## src/rtl/cnn_pkg.sv

```systemverilog
// Shared constants and types for the CNN feature-map front end.
// The derived sizes describe the default 28x28 frame with a 5x5 kernel.
package cnn_pkg;

  localparam int CNN_I_F_BW = 8;
  localparam int CNN_IX     = 28;
  localparam int CNN_IY     = 28;
  localparam int CNN_KX     = 5;
  localparam int CNN_KY     = 5;

  localparam int CNN_OX    = CNN_IX - CNN_KX + 1;
  localparam int CNN_OY    = CNN_IY - CNN_KY + 1;
  localparam int CNN_WIN_W = CNN_KX * CNN_KY * CNN_I_F_BW;

  // Line-buffer storage style: addressed RAM or a plain shift register.
  typedef enum logic [0:0] {
    LB_RAM   = 1'b0,
    LB_SHIFT = 1'b1
  } lb_impl_e;

  function automatic int win_bits(input int kx, input int ky, input int bw);
    return kx * ky * bw;
  endfunction

endpackage

```

## src/rtl/fmap_line_buffer.sv

```systemverilog
// One raster line of delay: returns the pixel accepted DEPTH beats ago.
// The old entry is read before the new pixel overwrites it on an enabled edge.
module fmap_line_buffer
  import cnn_pkg::*;
#(
  parameter int       DEPTH = CNN_IX,
  parameter int       WIDTH = CNN_I_F_BW,
  parameter lb_impl_e IMPL  = LB_RAM,
  localparam int      AW    = $clog2(DEPTH)
) (
  input  logic             clk_i,
  input  logic             en_i,
  input  logic [AW-1:0]    addr_i,
  input  logic [WIDTH-1:0] data_i,
  output logic [WIDTH-1:0] data_o
);

  generate
    if (IMPL == LB_RAM) begin : g_ram
      logic [WIDTH-1:0] mem_q [DEPTH];

      always_ff @(posedge clk_i) begin
        if (en_i) begin
          mem_q[addr_i] <= data_i;
        end
      end

      assign data_o = mem_q[addr_i];
    end else begin : g_shift
      // The column counter walks every address in order, so a DEPTH-long
      // shift register delivers the same old entry without using the address.
      logic [WIDTH-1:0] sr_q [DEPTH];
      logic             unused_addr;

      always_ff @(posedge clk_i) begin
        if (en_i) begin
          sr_q[0] <= data_i;
          for (int i = 1; i < DEPTH; i++) begin
            sr_q[i] <= sr_q[i-1];
          end
        end
      end

      assign data_o      = sr_q[DEPTH-1];
      assign unused_addr = ^addr_i;
    end
  endgenerate

endmodule

```

## src/rtl/fmap_window_gen.sv

```systemverilog
// Sliding KXxKY window generator over a raster pixel stream.
// KY-1 cascaded line buffers feed the right column of a register window.
module fmap_window_gen
  import cnn_pkg::*;
#(
  parameter int       I_F_BW  = CNN_I_F_BW,
  parameter int       IX      = CNN_IX,
  parameter int       IY      = CNN_IY,
  parameter int       KX      = CNN_KX,
  parameter int       KY      = CNN_KY,
  parameter lb_impl_e LB_IMPL = LB_RAM
) (
  input  logic                       clk,
  input  logic                       reset,
  input  logic                       i_in_valid,
  input  logic [I_F_BW-1:0]          i_pixel,
  output logic [KX*KY*I_F_BW-1:0]    o_window,
  output logic                       o_ot_valid,
  output logic                       o_frame_done
);

  localparam int CW    = $clog2(IX);
  localparam int RW    = $clog2(IY);
  localparam int WIN_W = win_bits(KX, KY, I_F_BW);

  localparam logic [CW-1:0] COL_LAST      = CW'(IX - 1);
  localparam logic [CW-1:0] COL_FIRST_WIN = CW'(KX - 1);
  localparam logic [RW-1:0] ROW_LAST      = RW'(IY - 1);
  localparam logic [RW-1:0] ROW_FIRST_WIN = RW'(KY - 1);

  logic [CW-1:0] col_q, col_d;
  logic [RW-1:0] row_q, row_d;
  logic          valid_q, valid_d;
  logic          done_q, done_d;

  logic [I_F_BW-1:0] lb_in   [KY-1];
  logic [I_F_BW-1:0] lb_out  [KY-1];
  logic [I_F_BW-1:0] col_new [KY];
  logic [I_F_BW-1:0] win_q   [KY][KX];
  logic [I_F_BW-1:0] win_d   [KY][KX];

  // Raster position of the pixel offered this cycle; moves only on accepted beats.
  always_comb begin
    col_d = col_q;
    row_d = row_q;
    if (i_in_valid) begin
      if (col_q == COL_LAST) begin
        col_d = '0;
        row_d = (row_q == ROW_LAST) ? '0 : row_q + 1'b1;
      end else begin
        col_d = col_q + 1'b1;
      end
    end
  end

  genvar k;
  generate
    for (k = 0; k < KY - 1; k++) begin : g_lb
      if (k == 0) begin : g_head
        assign lb_in[k] = i_pixel;
      end else begin : g_tail
        assign lb_in[k] = lb_out[k-1];
      end

      fmap_line_buffer #(
        .DEPTH (IX),
        .WIDTH (I_F_BW),
        .IMPL  (LB_IMPL)
      ) u_line_buffer (
        .clk_i  (clk),
        .en_i   (i_in_valid),
        .addr_i (col_q),
        .data_i (lb_in[k]),
        .data_o (lb_out[k])
      );

      // The deepest buffer holds the oldest line, which lands in the top row.
      assign col_new[KY-2-k] = lb_out[k];
    end
  endgenerate

  assign col_new[KY-1] = i_pixel;

  always_comb begin
    win_d = win_q;
    if (i_in_valid) begin
      for (int r = 0; r < KY; r++) begin
        for (int c = 0; c < KX - 1; c++) begin
          win_d[r][c] = win_q[r][c+1];
        end
        win_d[r][KX-1] = col_new[r];
      end
    end
  end

  // Valid/done are single-cycle pulses, one clock after the accepted pixel that
  // completes a window; there is no ready, so each pulse must be taken as seen.
  always_comb begin
    valid_d = i_in_valid && (row_q >= ROW_FIRST_WIN) && (col_q >= COL_FIRST_WIN);
    done_d  = i_in_valid && (row_q == ROW_LAST) && (col_q == COL_LAST);
  end

  always_ff @(posedge clk) begin
    if (reset) begin
      col_q   <= '0;
      row_q   <= '0;
      valid_q <= 1'b0;
      done_q  <= 1'b0;
      for (int r = 0; r < KY; r++) begin
        for (int c = 0; c < KX; c++) begin
          win_q[r][c] <= '0;
        end
      end
    end else begin
      col_q   <= col_d;
      row_q   <= row_d;
      valid_q <= valid_d;
      done_q  <= done_d;
      win_q   <= win_d;
    end
  end

  always_comb begin
    o_window = '0;
    for (int r = 0; r < KY; r++) begin
      for (int c = 0; c < KX; c++) begin
        o_window[(r*KX+c)*I_F_BW +: I_F_BW] = win_q[r][c];
      end
    end
  end

  assign o_ot_valid   = valid_q;
  assign o_frame_done = done_q;

  logic unused_win_w;
  assign unused_win_w = (WIN_W == KX * KY * I_F_BW);

endmodule

```

## config.mk

```make
export PLATFORM = sky130hd
export DESIGN_NAME = fmap_window_gen
export DESIGN_NICKNAME = d
export VERILOG_FILES = /design/src/rtl/cnn_pkg.sv /design/src/rtl/fmap_line_buffer.sv /design/src/rtl/fmap_window_gen.sv
export SDC_FILE = /design/constraint.sdc
export NUM_CORES = 1
export LEC_CHECK = 0
export BUFFER_PORTS_ARGS = -buffer_cell sky130_fd_sc_hd__buf_2
export CORE_ASPECT_RATIO = 1.75
export CORE_UTILIZATION = 50
export CTS_CLUSTER_DIAMETER = 80
export DETAILED_ROUTE_END_ITERATION = 8
export PLACE_DENSITY = 0.74
export SLEW_MARGIN = 20
export SYNTH_ARGS = -nofsm -noshare
export SYNTH_HDL_FRONTEND = slang
export SYNTH_SLANG_ARGS = --single-unit
```

## constraint.sdc

```tcl
create_clock -name clk -period 10.2 [get_ports clk]
set_clock_uncertainty 0.2 [all_clocks]
set_input_delay 1.02 -clock clk [delete_from_list [all_inputs] [get_ports clk]]
set_output_delay 1.02 -clock clk [all_outputs]
set_load 0.005 [all_outputs]
```

# [Word-level counts from Yosys, hierarchy flattened]
# Memories as Yosys holds them, arrays and structs flattened. A register that Yosys moved wholly into a read port is not among the register bits.
# Index checks and enable logic that the tools add are counted.
[word_totals] regBits=204 ramBits=896 inputBits=11 wordCells=53 memories=4
[mem_list] memory="g_lb[0].u_line_buffer.g_ram.mem_q" words=28 width=8 rd=1 rd_ports_with_merged_regs=1 write_ports=1 line="fmap_line_buffer.sv:20" text="logic [WIDTH-1:0] mem_q [DEPTH];"
[mem_list] memory="g_lb[1].u_line_buffer.g_ram.mem_q" words=28 width=8 rd=1 rd_ports_with_merged_regs=1 write_ports=1 line="fmap_line_buffer.sv:20"
[mem_list] memory="g_lb[2].u_line_buffer.g_ram.mem_q" words=28 width=8 rd=1 rd_ports_with_merged_regs=1 write_ports=1 line="fmap_line_buffer.sv:20"
[mem_list] memory="g_lb[3].u_line_buffer.g_ram.mem_q" words=28 width=8 rd=1 rd_ports_with_merged_regs=1 write_ports=1 line="fmap_line_buffer.sv:20"
[op_classes] n_addsub=2 order_cmp=2 eq_ne=2 n_mux=10 n_reduce_logical=5
[ops] operator="5-bit 2-to-1 mux" n=8
[ops] operator="5-bit by 1-bit adder with 5-bit output, second input constant" n=2
[ops] operator="5-bit == test, second input constant" n=2
[ops] operator="5-bit by 3-bit greater-or-equal comparator with 1-bit output, second input constant" n=2
[ops] operator="1-bit logical AND" n=4
[ops] operator="1-bit 2-to-1 mux" n=2
[ops] operator="2-bit AND reduction" n=1

# [Depth between registers and ports, before layout]
# Gate-level depths: netlist of run 1.
[logic_depth] ltp_word=4 mapped_depth=8 mapped_depth_nobuf=5

# [Cells and area by module]
# From an unflattened synthesis of run 1, not the netlist that was laid out.
[hier_totals] hier_cells=2525 area_unflattened_um2=42921.2
[modules_own_cells] module="fmap_line_buffer" n_inst=4 cells_per_inst=454 area_each_um2=8799.7 seq_area_each_um2=6726.5
[modules_own_cells] module="fmap_window_gen" n_inst=1 cells_per_inst=709 area_each_um2=7722.4 seq_area_each_um2=4244.1

# [Worst setup path before layout of run 1]
# No wires, ideal clock.
[synth_timing] kind="input to register" start="input port i_in_valid" end="memory g_lb[0].u_line_buffer.g_ram.mem_q[12][0] (netlist name) (enable)" t_arrival_ps=3318 required_time_ps=9579 setup_slack_ps=6261 path_stages=5 n_path_buf=3 cell_sequence="clkbuf_1 -> clkbuf_1 -> buf_1 -> nand2_1 -> nor2_1"
[synth_via] elab_chain_cells=2
[synth_rtl] item="start, declared" line="fmap_window_gen.sv:15" text="input logic i_in_valid,"
[synth_rtl] item="1-bit 2-to-1 mux" line="fmap_line_buffer.sv:23" text="if (en_i) begin"
[synth_rtl] item="1-bit 2-to-1 mux (not written as such)" line="fmap_line_buffer.sv:24" text="mem_q[addr_i] <= data_i;"
[synth_rtl] item="end, declared" line="fmap_line_buffer.sv:20"
# No other way between the ends.

==> out/qor.txt, run 1 <==
Cell row count = 141
Sw Ratio = 22.3%
Max_slew headroom = 25.3%
Area Overhead vs Synth = 12.4%
Pins over their slew limit = 0
Synth top area share = 63.1%
Sequential cell area fraction in the yosys report = 73.2%
Internal = 0.00731 W
Vias in the first global route = 24200
Top cells by area, synth = edfxtp_1 (63%), mux2i_1 (12%), dfxtp_1 (10%)
DRT Wirelength = 106000 µm
First-pass GRT wire length = 154000 µm
Power per cell area = 196 nW/µm²
N_diodes = 0
Worst min path class = flop to flop
TritonCTS clock tree = done
Cell at the root of the clock tree = clkbuf_16
Most common cell after layout, fill and taps aside = edfxtp_1
Syn Area/Cell = 16.3 µm²
Max H-tree Level = 3
CTS resizes = 0
Seq pwr share = 55.0%
Clock power share = 37.6%
Final net count = 2830
Synth Register Bits = 1113
DR vias/cell = 6.07
Leak = 16.6 nW
DRC Markers = 0
RSZ-0062 raised after global routing = no
Hold-critical path depth = 2
Clock sink count = 1113
# port buffers = 212
R2r endpoint = g_lb[2].u_line_buffer.g_ram.mem_q[4][1]
Max-cap violation count = 0
Worst endpoint required time = 10070 ps
Net load switching power = 0.00210 W
Antenna violations before repair = 1
Hold Startpoint = o_window[42]
Worst Path Max Fanout = 64
Grt ovf = 0
Initial core utilization = 50.5%
Pin count of the biggest net entering global routing = 135
F_max = 0.232 GHz
Chip Width = 223 µm
Ys async rst share = 0%
CTS clk-pin slew, worst paths = 70 ps
Endpoint type of the worst setup path = flop
Mapped cell area = 42700 µm²
Most frequent cells in the layout = edfxtp_1 (896), mux2i_1 (531), dfxtp_1 (213)
Final setup vio count = 0
Die Area = 86500 µm²
Main synth FF type = edfxtp_1
Core area = 84500 µm²
Avg WL per Cell = 26.8 µm
Net count of the mapped netlist = 2629
# IOs = 213
Cells after synthesis = 2611
Total Negative Setup Slacks = 0 ps
Share of layout cells above drive strength 1 = 18.5%
Via count = 24000
DP Cell Count = 3794
GRT Util Overall = 24.3%
Buffer levels on the longest clock path = 3
Hold_ws = 293 ps
Arrival time worst endpoint = 4180 ps
Comb power frac = 7.4%
Netlist cell types = 46
Number of DRC markers in iteration 0 = 2182
Cts hold-fix bufs = 0
Minimum clock period = 4310 ps
Final Util = 56.7%
Status = completed
Clk_lat worst skew = 660 ps
CTS Buf Count = 88
Fillcell total = 6341
DR pass1 iterations = 5
Final GP Congestion = 0.843
Worst Hold End = o_window[42]
Yosys warns = 0
Final hold violation count = 0
Die Height = 388 µm
Max IR drop VDD = 137 µV
R2r setup slk = 5890 ps
R2R depth = 6
Setup CP Type = flop to flop
Detail Route Antenna Nets = 0
HPWL Detailed = 60700 µm
Synth area leader = edfxtp_1
Crit path launch type = flop
Crit share post-route = 42.2%
Slew @ Worst Pin = 1120 ps
Post CTS Setup Buffer Count = 0
Post-Layout Cell Count = 3960
EDFF count, synth = 896
## cells in the mapped netlist, types with 13 or more instances
| cell | n |
|---|---|
| mux4_2 | 35 |
| mux2i_1 | 531 |
| nand3_1 | 70 |
| buf_2 | 31 |
| nand2_1 | 57 |
| nor3_1 | 14 |
| a22oi_1 | 105 |
| a41oi_1 | 15 |
| mux2_2 | 24 |
| a211o_1 | 15 |
| clkbuf_1 | 72 |
| edfxtp_1 | 896 |
| a21oi_1 | 83 |
| and2_1 | 19 |
| nor3b_1 | 18 |
| buf_1 | 15 |
| o21bai_1 | 16 |
| buf_6 | 13 |
| o21ai_0 | 23 |
| dfxtp_1 | 217 |
| nor2_1 | 222 |
| buf_4 | 28 |
## layer usage
metal	wire (µm)	GRT usage (%)
met4	5970	13.5
met5	0	0
met2	55000	43.5
met1	36900	27.1
met3	8120	4.23
## worst max path at each step
stage | to | slack, ps | cells after the start
2_1_floorplan | g_lb[0].u_line_buffer.g_ram.mem_q[12][0] | 6260 | 5
3_3_place_gp | g_lb[3].u_line_buffer.g_ram.mem_q[8][0] | 5980 | 6
3_5_place_dp | g_lb[3].u_line_buffer.g_ram.mem_q[8][0] | 5870 | 6
4_1_cts | g_lb[3].u_line_buffer.g_ram.mem_q[8][0] | 5880 | 6
5_1_grt | g_lb[2].u_line_buffer.g_ram.mem_q[19][1] | 5720 | 6
6_report | g_lb[2].u_line_buffer.g_ram.mem_q[4][1] | 5890 | 6
## cell type report
cell class                      count  area (µm²)  area share (%)
Sequential cell                  1113       31300            65.2
Inverter                            8        30.0          0.0626
Timing Repair Buffer              271        1550            3.23
Clock inverter                     45         405           0.845
Multi-Input combinational cell   1330       10700            22.4
Tap cell                         1072        1340            2.80
Clock buffer                      121        2620            5.47
## power by group through the flow
stage	logic (W)	clock network, W	registers, W
floorplan	0.000480	0	0.00522
global placement	0.000663	0	0.00527
detailed placement	0.000686	0	0.00528
CTS	0.000687	0.00358	0.00517
global route	0.000737	0.00373	0.00518
finish	0.000695	0.00354	0.00517
## through the flow
step                total power [W]  setup slack (ps)  cell area (µm²)
floorplan                   0.00570              6260            42700
global placement            0.00593              5980            44900
detailed placement          0.00596              5870            44900
CTS                         0.00944              5880            47900
global route                0.00965              5720            48000
finish                      0.00940              5890            48000
## worst max-delay path, cell delays in order, from the launching register on
cell and delay [ps]:
dfxtp_4 940, buf_4 950, mux2i_1 290, a22oi_1 110
a21oi_1 180, a211o_1 150, nand3_1 780
## state kept, by name, summed over array words and instances, names as in the netlist, named ones only
signal and count:
o_frame_done 1, row_q 5, o_ot_valid 1, col_q 5
g_lb.u_line_buffer.g_ram.mem_q 896, o_window 200
## kinds of logic after synthesis
family / synth area share, %
flops: 73.2
xor+xnor: 0.144
simple gates: 4.44
fa+ha+maj: 0.205
buf+inv: 2.08
mux: 14.9
compound gates: 4.95
No activity file was read; power rests on OpenSTA's default activity.
==> run 2, diff against run 1 <==
clock period = 4.1 ns   (was 10.2 ns; I/O delays follow)
==> out/qor.txt, run 2 (synthesis results as in run 1) <==
Setup CP Type = flop to flop
Status = completed
Largest reg by FF count = g_lb.u_line_buffer.g_ram.mem_q
N_diodes = 0
Number of DRC markers in iteration 0 = 2130
Worst endpoint required time = 4190 ps
Die Area = 86500 µm²
Clock sink count = 1113
Most frequent cells in the layout = edfxtp_1 (896), mux2i_1 (531), dfxtp_1 (212)
Max FFs per register = 896
Max_slew headroom = 20.8%
Buffer levels on the longest clock path = 3
Cell row count = 141
Final net count = 2862
Minimum clock period = 3130 ps
Endpoint type of the worst setup path = flop
# port buffers = 212
TritonCTS clock tree = done
Final setup vio count = 0
Worst Path Max Fanout = 24
Power per cell area = 480 nW/µm²
Pin count of the biggest net entering global routing = 129
Hold_ws = 28.0 ps
Pins over their slew limit = 0
Most common cell after layout, fill and taps aside = edfxtp_1
Max IR drop VDD = 329 µV
CTS clk-pin slew, worst paths = 70 ps
Fillcell total = 6224
Initial core utilization = 50.5%
Cell at the root of the clock tree = clkbuf_16
Clk_lat worst skew = 660 ps
DRC Markers = 0
R2r setup slk = 970 ps
RSZ-0062 raised after global routing = no
Core area = 84500 µm²
Share of layout cells above drive strength 1 = 18.8%
Slew @ Worst Pin = 1190 ps
Worst min path class = primary input to flop
Die Height = 388 µm
CTS resizes = 0
Arrival time worst endpoint = 3210 ps
HPWL Detailed = 62900 µm
Total Negative Setup Slacks = 0 ps
Via count = 24100
Vias in the first global route = 23900
Detail Route Antenna Nets = 0
GRT Util Overall = 24.1%
DR pass1 iterations = 6
# IOs = 213
F_max = 0.320 GHz
Crit path launch type = flop
First-pass GRT wire length = 153000 µm
Avg WL per Cell = 26.2 µm
Final GP Congestion = 0.861
Crit share post-route = 76.3%
Chip Width = 223 µm
Cts hold-fix bufs = 0
DR vias/cell = 6.03
Crit. Startpoint = col_q[4]
Worst r2r src = col_q[4]
Max-cap violation count = 0
R2R depth = 4
DRT Wirelength = 105000 µm
Final hold violation count = 0
Grt ovf = 0
CTS Buf Count = 87
Antenna violations before repair = 2
Max H-tree Level = 3
Post CTS Setup Buffer Count = 0
Crit path capture = g_lb[2].u_line_buffer.g_ram.mem_q[6][4]
R2r endpoint = g_lb[2].u_line_buffer.g_ram.mem_q[6][4]
Area Overhead vs Synth = 12.9%
Leak = 16.7 nW
## run 2: cell count changes in the layout (fill, tap and decap cells not counted), moves of 5 or more
cell,delta
clkinv_1,+6
clkinv_2,+5
buf_4,+22
clkbuf_16,-5
clkbuf_1,+5
buf_12,+12
## run 2: cell type report
cell class / count / area, µm² / share of cell area (%)
Inverter: 8 / 30.0 / 0.0624
Multi-Input combinational cell: 1330 / 10700 / 22.3
Tap cell: 1072 / 1340 / 2.79
Timing Repair Buffer: 304 / 1940 / 4.04
Clock inverter: 51 / 418 / 0.868
Clock buffer: 113 / 2440 / 5.07
Sequential cell: 1113 / 31300 / 64.9
## run 2: stage by stage
step	power (W)	std cells	setup WS, ps	util [%]	instance area, µm²
floorplan	0.0142	2611	771	-	42700
CTS	0.0232	3991	845	57.0	48200
global placement	0.0148	3827	820	53.6	45300
detailed placement	0.0149	3827	692	53.6	45300
global route	0.0237	3991	794	57.0	48200
finish	0.0231	3991	972	57.0	48200
## run 2: layer usage
metal  up-vias  GRT usage, %  wire (µm)
met1     12200          27.1      37100
met5         -             0         13
met2      1111          43.7      55200
li1      10500             -          -
met3       274          3.85       6890
met4         2          12.4       5390
## run 2: critical path, cell delays in order, from the launching register on
cell and delay (ps):
dfxtp_1 580, nor2_1 560, nand2_1 400, nor2_4 420, buf_4 560
## run 2: worst min path at each step
stage	startpoint	end	slack (ps)	cells after the start
floorplan	row_q[4]	row_q[4]	260	2
global placement	row_q[4]	row_q[4]	260	2
detailed placement	o_window[125]	o_window[125]	280	2
CTS	i_in_valid	o_window[37]	2	3
global route	i_in_valid	o_window[32]	60	3
finish	i_in_valid	o_window[32]	30	3
## run 2: report_power, final
part	switching, W	total [W]	internal [W]
Combinational	0.00120	0.00184	0.000649
Sequential	0.000168	0.0128	0.0127
Clock	0.00385	0.00846	0.00461
